[src/rtl/pixel_writeback_responder_pkg.sv]
// Shared types and defaults for the IPU pixel write-back responder.
// Optional read-modify-write merge is enabled with RMW_MERGE_EN.
package pixel_writeback_responder_pkg;

  localparam int DEF_H_BITS     = 9;
  localparam int DEF_V_BITS     = 9;
  localparam int DEF_PIX_W      = 8;
  localparam int DEF_ADDR_W     = 16;
  localparam int DEF_RD_LATENCY = 1;
  localparam int LANES          = 4;
  localparam int LANE_W         = 2;

  typedef enum logic [1:0] {
    IDLE    = 2'd0,
    RD_WAIT = 2'd1,
    WRITE   = 2'd2
  } state_e;

endpackage

[src/rtl/pixel_writeback_responder_lane_merge.sv]
// Combinational 4-lane merge: incoming pixel into its lane,
// RAM read data into lanes not yet written.
module pixel_writeback_responder_lane_merge
  import pixel_writeback_responder_pkg::*;
#(
  parameter int PIX_W = DEF_PIX_W
) (
  input  logic [LANES*PIX_W-1:0] buf_i,
  input  logic [LANES-1:0]       mask_i,
  input  logic [PIX_W-1:0]       pix_i,
  input  logic [LANE_W-1:0]      lane_i,
  input  logic                   pix_en_i,
  input  logic [LANES*PIX_W-1:0] rdata_i,
  input  logic                   fill_i,
  output logic [LANES*PIX_W-1:0] buf_o,
  output logic [LANES-1:0]       mask_o
);

  always_comb begin
    buf_o  = buf_i;
    mask_o = mask_i;
    for (int k = 0; k < LANES; k++) begin
      if (fill_i && !mask_i[k])
        buf_o[k*PIX_W +: PIX_W] = rdata_i[k*PIX_W +: PIX_W];
      if (pix_en_i && (lane_i == LANE_W'(k))) begin
        buf_o[k*PIX_W +: PIX_W] = pix_i;
        mask_o[k] = 1'b1;
      end
    end
  end

endmodule

[src/rtl/pixel_writeback_responder.sv]
// Packs IPU pixels four per word and writes them to the frame RAM.
// Define RMW_MERGE_EN to read back and merge partially filled words.
module pixel_writeback_responder
  import pixel_writeback_responder_pkg::*;
#(
  parameter int H_BITS     = DEF_H_BITS,
  parameter int V_BITS     = DEF_V_BITS,
  parameter int PIX_W      = DEF_PIX_W,
  parameter int ADDR_W     = DEF_ADDR_W,
  parameter int RD_LATENCY = DEF_RD_LATENCY
) (
  input  logic                   clk,
  input  logic                   reset,
  input  logic                   wr_req,
  input  logic [PIX_W-1:0]       pixel,
  input  logic [H_BITS-1:0]      pix_h,
  input  logic [V_BITS-1:0]      pix_v,
  input  logic                   flush,
  output logic                   wr_done,
  output logic                   busy,
  output logic [ADDR_W-1:0]      mem_addr,
  output logic [LANES*PIX_W-1:0] mem_wdata,
  output logic                   mem_we,
  output logic                   mem_rd,
  input  logic [LANES*PIX_W-1:0] mem_rdata
);

  localparam int WORD_W = LANES * PIX_W;
  localparam int CNT_W  = $clog2(RD_LATENCY + 2);
  localparam logic [CNT_W-1:0]  RD_LAST = CNT_W'(RD_LATENCY);
  localparam logic [LANES-1:0]  FULL    = {LANES{1'b1}};

  state_e              state_q, state_d, flush_tgt;
  logic [WORD_W-1:0]   buf_q, buf_d, m_buf;
  logic [LANES-1:0]    mask_q, mask_d, m_mask;
  logic                valid_q, valid_d;
  logic                pend_q, pend_d, pend_any;
  logic [ADDR_W-1:0]   cur_addr_q, cur_addr_d, req_addr;
  logic                ack_q, ack_d;
  logic [CNT_W-1:0]    cnt_q, cnt_d;
  logic                accept, same_word, take, fill;

  assign req_addr  = {pix_v, pix_h[H_BITS-1:2]};
  assign accept    = (state_q == IDLE) && wr_req && !ack_q;
  assign same_word = !valid_q || (req_addr == cur_addr_q);
  assign take      = accept && same_word;
  assign fill      = (state_q == RD_WAIT) && (cnt_q == RD_LAST);
  assign pend_any  = flush || pend_q;

`ifdef RMW_MERGE_EN
  assign flush_tgt = (mask_q == FULL) ? WRITE : RD_WAIT;
  assign mem_rd    = (state_q == RD_WAIT) && (cnt_q != RD_LAST);
`else
  assign flush_tgt = WRITE;
  assign mem_rd    = 1'b0;
`endif

  pixel_writeback_responder_lane_merge #(
    .PIX_W (PIX_W)
  ) u_lane_merge (
    .buf_i    (buf_q),
    .mask_i   (mask_q),
    .pix_i    (pixel),
    .lane_i   (pix_h[1:0]),
    .pix_en_i (take),
    .rdata_i  (mem_rdata),
    .fill_i   (fill),
    .buf_o    (m_buf),
    .mask_o   (m_mask)
  );

  always_comb begin
    state_d    = state_q;
    buf_d      = buf_q;
    mask_d     = mask_q;
    valid_d    = valid_q;
    pend_d     = pend_q;
    cur_addr_d = cur_addr_q;
    cnt_d      = cnt_q;
    ack_d      = 1'b0;
    unique case (state_q)
      IDLE: begin
        if (take) begin
          buf_d      = m_buf;
          mask_d     = m_mask;
          valid_d    = 1'b1;
          cur_addr_d = req_addr;
          pend_d     = pend_any;
          ack_d      = 1'b1;
        end else begin
          // full word, pending flush, or a different-word request evicts
          pend_d = pend_any && valid_q;
          if (valid_q && (pend_any || (mask_q == FULL) || accept)) begin
            state_d = flush_tgt;
            cnt_d   = '0;
          end
        end
      end
      RD_WAIT: begin
        if (fill) begin
          buf_d   = m_buf;
          state_d = WRITE;
        end else begin
          cnt_d = cnt_q + 1'b1;
        end
      end
      WRITE: begin
        buf_d   = '0;
        mask_d  = '0;
        valid_d = 1'b0;
        pend_d  = 1'b0;
        state_d = IDLE;
      end
      default: state_d = IDLE;
    endcase
  end

  always_ff @(posedge clk) begin
    if (reset) begin
      state_q    <= IDLE;
      buf_q      <= '0;
      mask_q     <= '0;
      valid_q    <= 1'b0;
      pend_q     <= 1'b0;
      cur_addr_q <= '0;
      ack_q      <= 1'b0;
      cnt_q      <= '0;
    end else begin
      state_q    <= state_d;
      buf_q      <= buf_d;
      mask_q     <= mask_d;
      valid_q    <= valid_d;
      pend_q     <= pend_d;
      cur_addr_q <= cur_addr_d;
      ack_q      <= ack_d;
      cnt_q      <= cnt_d;
    end
  end

  assign wr_done   = ack_q;
  assign busy      = (state_q != IDLE);
  assign mem_we    = (state_q == WRITE);
  assign mem_addr  = (state_q != IDLE) ? cur_addr_q : '0;
  assign mem_wdata = (state_q == WRITE) ? buf_q : '0;

endmodule

[config.mk]
export PLATFORM = sky130hd
export DESIGN_NAME = pixel_writeback_responder
export DESIGN_NICKNAME = d
export VERILOG_FILES = /design/src/rtl/pixel_writeback_responder_pkg.sv /design/src/rtl/pixel_writeback_responder_lane_merge.sv /design/src/rtl/pixel_writeback_responder.sv
export SDC_FILE = /design/constraint.sdc
export NUM_CORES = 1
export LEC_CHECK = 0
export CAP_MARGIN = 20
export CORE_MARGIN = 1.5
export CORE_UTILIZATION = 35
export DETAILED_ROUTE_END_ITERATION = 12
export HOLD_SLACK_MARGIN = 0.03
export PLACE_DENSITY = 0.75
export SETUP_SLACK_MARGIN = 0.4
export SLEW_MARGIN = 20
export SYNTH_ARGS = -nofsm -noshare
export SYNTH_HDL_FRONTEND = slang
export SYNTH_SLANG_ARGS = --single-unit
[constraint.sdc]
create_clock -name clk -period 2.5 [get_ports clk]
set_clock_uncertainty 0.2 [all_clocks]
set_input_delay 0.5 -clock clk [delete_from_list [all_inputs] [get_ports clk]]
set_output_delay 0.5 -clock clk [all_outputs]
set_load 0.01 [all_outputs]
==> metrics.txt <==
outcome complete, no violations; Worst IR Drop VDD 0.326 mV; initial antenna violation count 0; max frequency 443 MHz; io pins 114; final instance area 4100 um2; number of I/O port buffers 80; RSZ-0062 raised after global routing yes; Synth Warn # 0; clock latency on the worst-skew pair 320 ps; WL final 7400 um; drt initial violations 113; Hold WC Path Type in2reg; hold_ws 246 ps; final hold viol count 0; leakage 2.43 nW; Clock power frac 0.290; die width 88.7 um; CP Max Fanout 5; Inserted Clock Buffers 5; DRT Pass-1 Iters 4; die area 7860 um2; Final Core Density 0.571; Placeable Area 7180 um2; period utilization 0.902; data required time at the worst endpoint 2520 ps; vias in the first global route 2,228; GR Overflow Total 0; Sink Count 56; CP endpoint kind flop; Final setup viols 0; critical path's largest stage delay 490 ps; global-route wire length before repair 10,700 um; Syn-to-layout area delta 59.6%; initial core utilization 0.358; Comb pwr share 0.197; Cell Area, Synth 2570 um2; setup ws final 244 ps; Crit path buffers/inverters 1; Netlist cell types 25; FILL cells 590; Placer Congestion 0.755; crit start category flop; Reg power frac 0.513; DPL Wire Length 4420 um; hold buffer count at CTS 0; Max Cap Viol 0; vias per cell 4.88; DR DRC count 0; Antenna Cells 0; Mapped Cells 295; dpl cell area 3580 um2; final worst path period need 2260 ps; Worst-path clk slew 120 ps; Sw Ratio 0.292; syn nets 357; FF+latch area 1140 um2; Worst path slowest cell o41a_1; kind of critical path reg2reg; nets@finish 452; layout cells sized above 1 0.271; critical path cell sequence xnor2_2 -> nand4_1 -> o41a_1 -> or4_4 -> buf_6 -> mux2i_1; Site Rows 31; deepest clock path buffer count 2; fin. max-slew vios 0; post-route ant nets 0; CTS tree yes; Vias 2,392; area of the multi-input gates 1550 um2; pre-CTS WS -401 ps; CP arrival 2280 ps; Crit path max-delay family simple AND/OR/NAND/NOR gates; Clk Tree Root Cell clkbuf_8; largest net degree at the start of global routing 43; wire length per cell 15.1 um; NetSw 0.000551 W; Mapped Avg Cell Area 8.71 um2; Yosys reg bits 56; GRT Total Usage 0.177; htree depth 2; P_int 0.00133 W; die height 88.7 um; pwr/cell area 460 nW/um2; sequential area share after synthesis 0.436
## through the flow
stage	total power [W]	std cells	setup TNS (ps)
after CTS	0.00185	485	0
final	0.00188	490	0
after detailed placement	0.00128	467	-11110
after global routing	0.00197	490	0
after floorplan	0.00114	295	0
after global placement	0.00127	467	-10780
## flip-flops by register name, summed over array words and instances (netlist names)
| register | cells |
|---|---|
| buf_q | 32 |
| cur_addr_q | 16 |
| mask_q | 4 |
| pend_q | 1 |
| state_q | 1 |
| valid_q | 1 |
| wr_done | 1 |
## cells in the mapped netlist
cell type / instances / area (um2)
nor2_1: 3 / 11.3
inv_1: 4 / 15.0
nor3b_1: 1 / 7.51
nor3_1: 2 / 10.0
or2_2: 1 / 6.26
o21a_1: 1 / 7.51
or4_1: 1 / 7.51
clkbuf_1: 16 / 60.1
nor4b_1: 1 / 8.76
nand4_1: 6 / 37.5
o41ai_2: 1 / 16.3
a21oi_1: 21 / 105
xnor2_1: 16 / 140
nand4b_1: 1 / 8.76
buf_2: 4 / 20.0
o21ai_0: 16 / 80.1
conb_1: 1 / 3.75
buf_4: 3 / 22.5
nand2_1: 40 / 150
mux2i_1: 32 / 320
o41a_1: 1 / 11.3
dfxtp_1: 56 / 1120
nand3b_1: 1 / 7.51
and2_1: 48 / 300
nand3_1: 18 / 90.1
## per-layer routing
metal	vias to the layer above	wire, um	GRT usage	part of all wire
li1	1168	-	-	-
met1	1114	3290	0.227	0.44
met2	99	3450	0.293	0.47
met3	11	501	0.0410	0.068
met4	0	153	0.0568	0.021
met5	-	0	0	0
## power by group through the flow
| stage | sequential (W) | clock, W | combinational, W |
|---|---|---|---|
| 5_1_grt | 0.000972 | 0.000601 | 0.000396 |
| 6_report | 0.000967 | 0.000547 | 0.000370 |
| 3_3_place_gp | 0.000979 | 0 | 0.000291 |
| 4_1_cts | 0.000967 | 0.000560 | 0.000320 |
| 3_5_place_dp | 0.000982 | 0 | 0.000294 |
| 2_1_floorplan | 0.000976 | 0 | 0.000168 |
## worst paths after layout
| check | slack, ps | startpoint | to | depth (start not counted) |
|---|---|---|---|---|
| worst max register to register | 240 | cur_addr_q[15] | buf_q[1] | 6 |
| worst min-delay path | 250 | pix_h[5] | cur_addr_q[3] | 3 |
| worst max-delay path | 240 | cur_addr_q[15] | buf_q[1] | 6 |
| worst min register to register | 260 | buf_q[31] | buf_q[31] | 2 |
## cell usage in the layout, fill, tap and decap left out, drive strengths merged, types with 3 or more instances in the layout
master / count
nand3: 18
buf: 43
dlymetal6s2s: 41
clkbuf: 7
o21ai: 16
dlygate4sd2: 9
inv: 7
nor2: 3
dfxtp: 56
a21oi: 21
clkdlybuf4s50: 14
mux2i: 32
and2: 48
nand2: 40
nand4: 6
xnor2: 16
## cell type report
type / instances / share of cell area
Multi-Input combinational cell: 212 / 0.377
Tap cell: 99 / 0.0302
Clock buffer: 5 / 0.0168
Sequential cell: 56 / 0.279
Inverter: 4 / 0.00366
Clock inverter: 3 / 0.00702
Timing Repair Buffer: 111 / 0.286
## cell families after synthesis
logic type	Yosys count	share of synthesized area
buf+inv	27	0.0458
xor+xnor	16	0.0546
compound gates	40	0.0857
flops	56	0.436
other cells	1	0.00146
simple gates	123	0.251
mux	32	0.125
## timing repair
item,4_1_cts,5_1_grt
resized for setup,110,73
setup endpoints to repair,104,93
pin swaps,23,28
gates cloned,3,2
setup buffers,7,3
## worst register-to-register path, cell delays in order (launching register included)
cell     delay [ps]
dfxtp_2         360
xnor2_2         180
nand4_1         190
o41a_1          490
or4_4           460
buf_6           160
mux2i_1         120
Power figures use the tool's default switching activity.
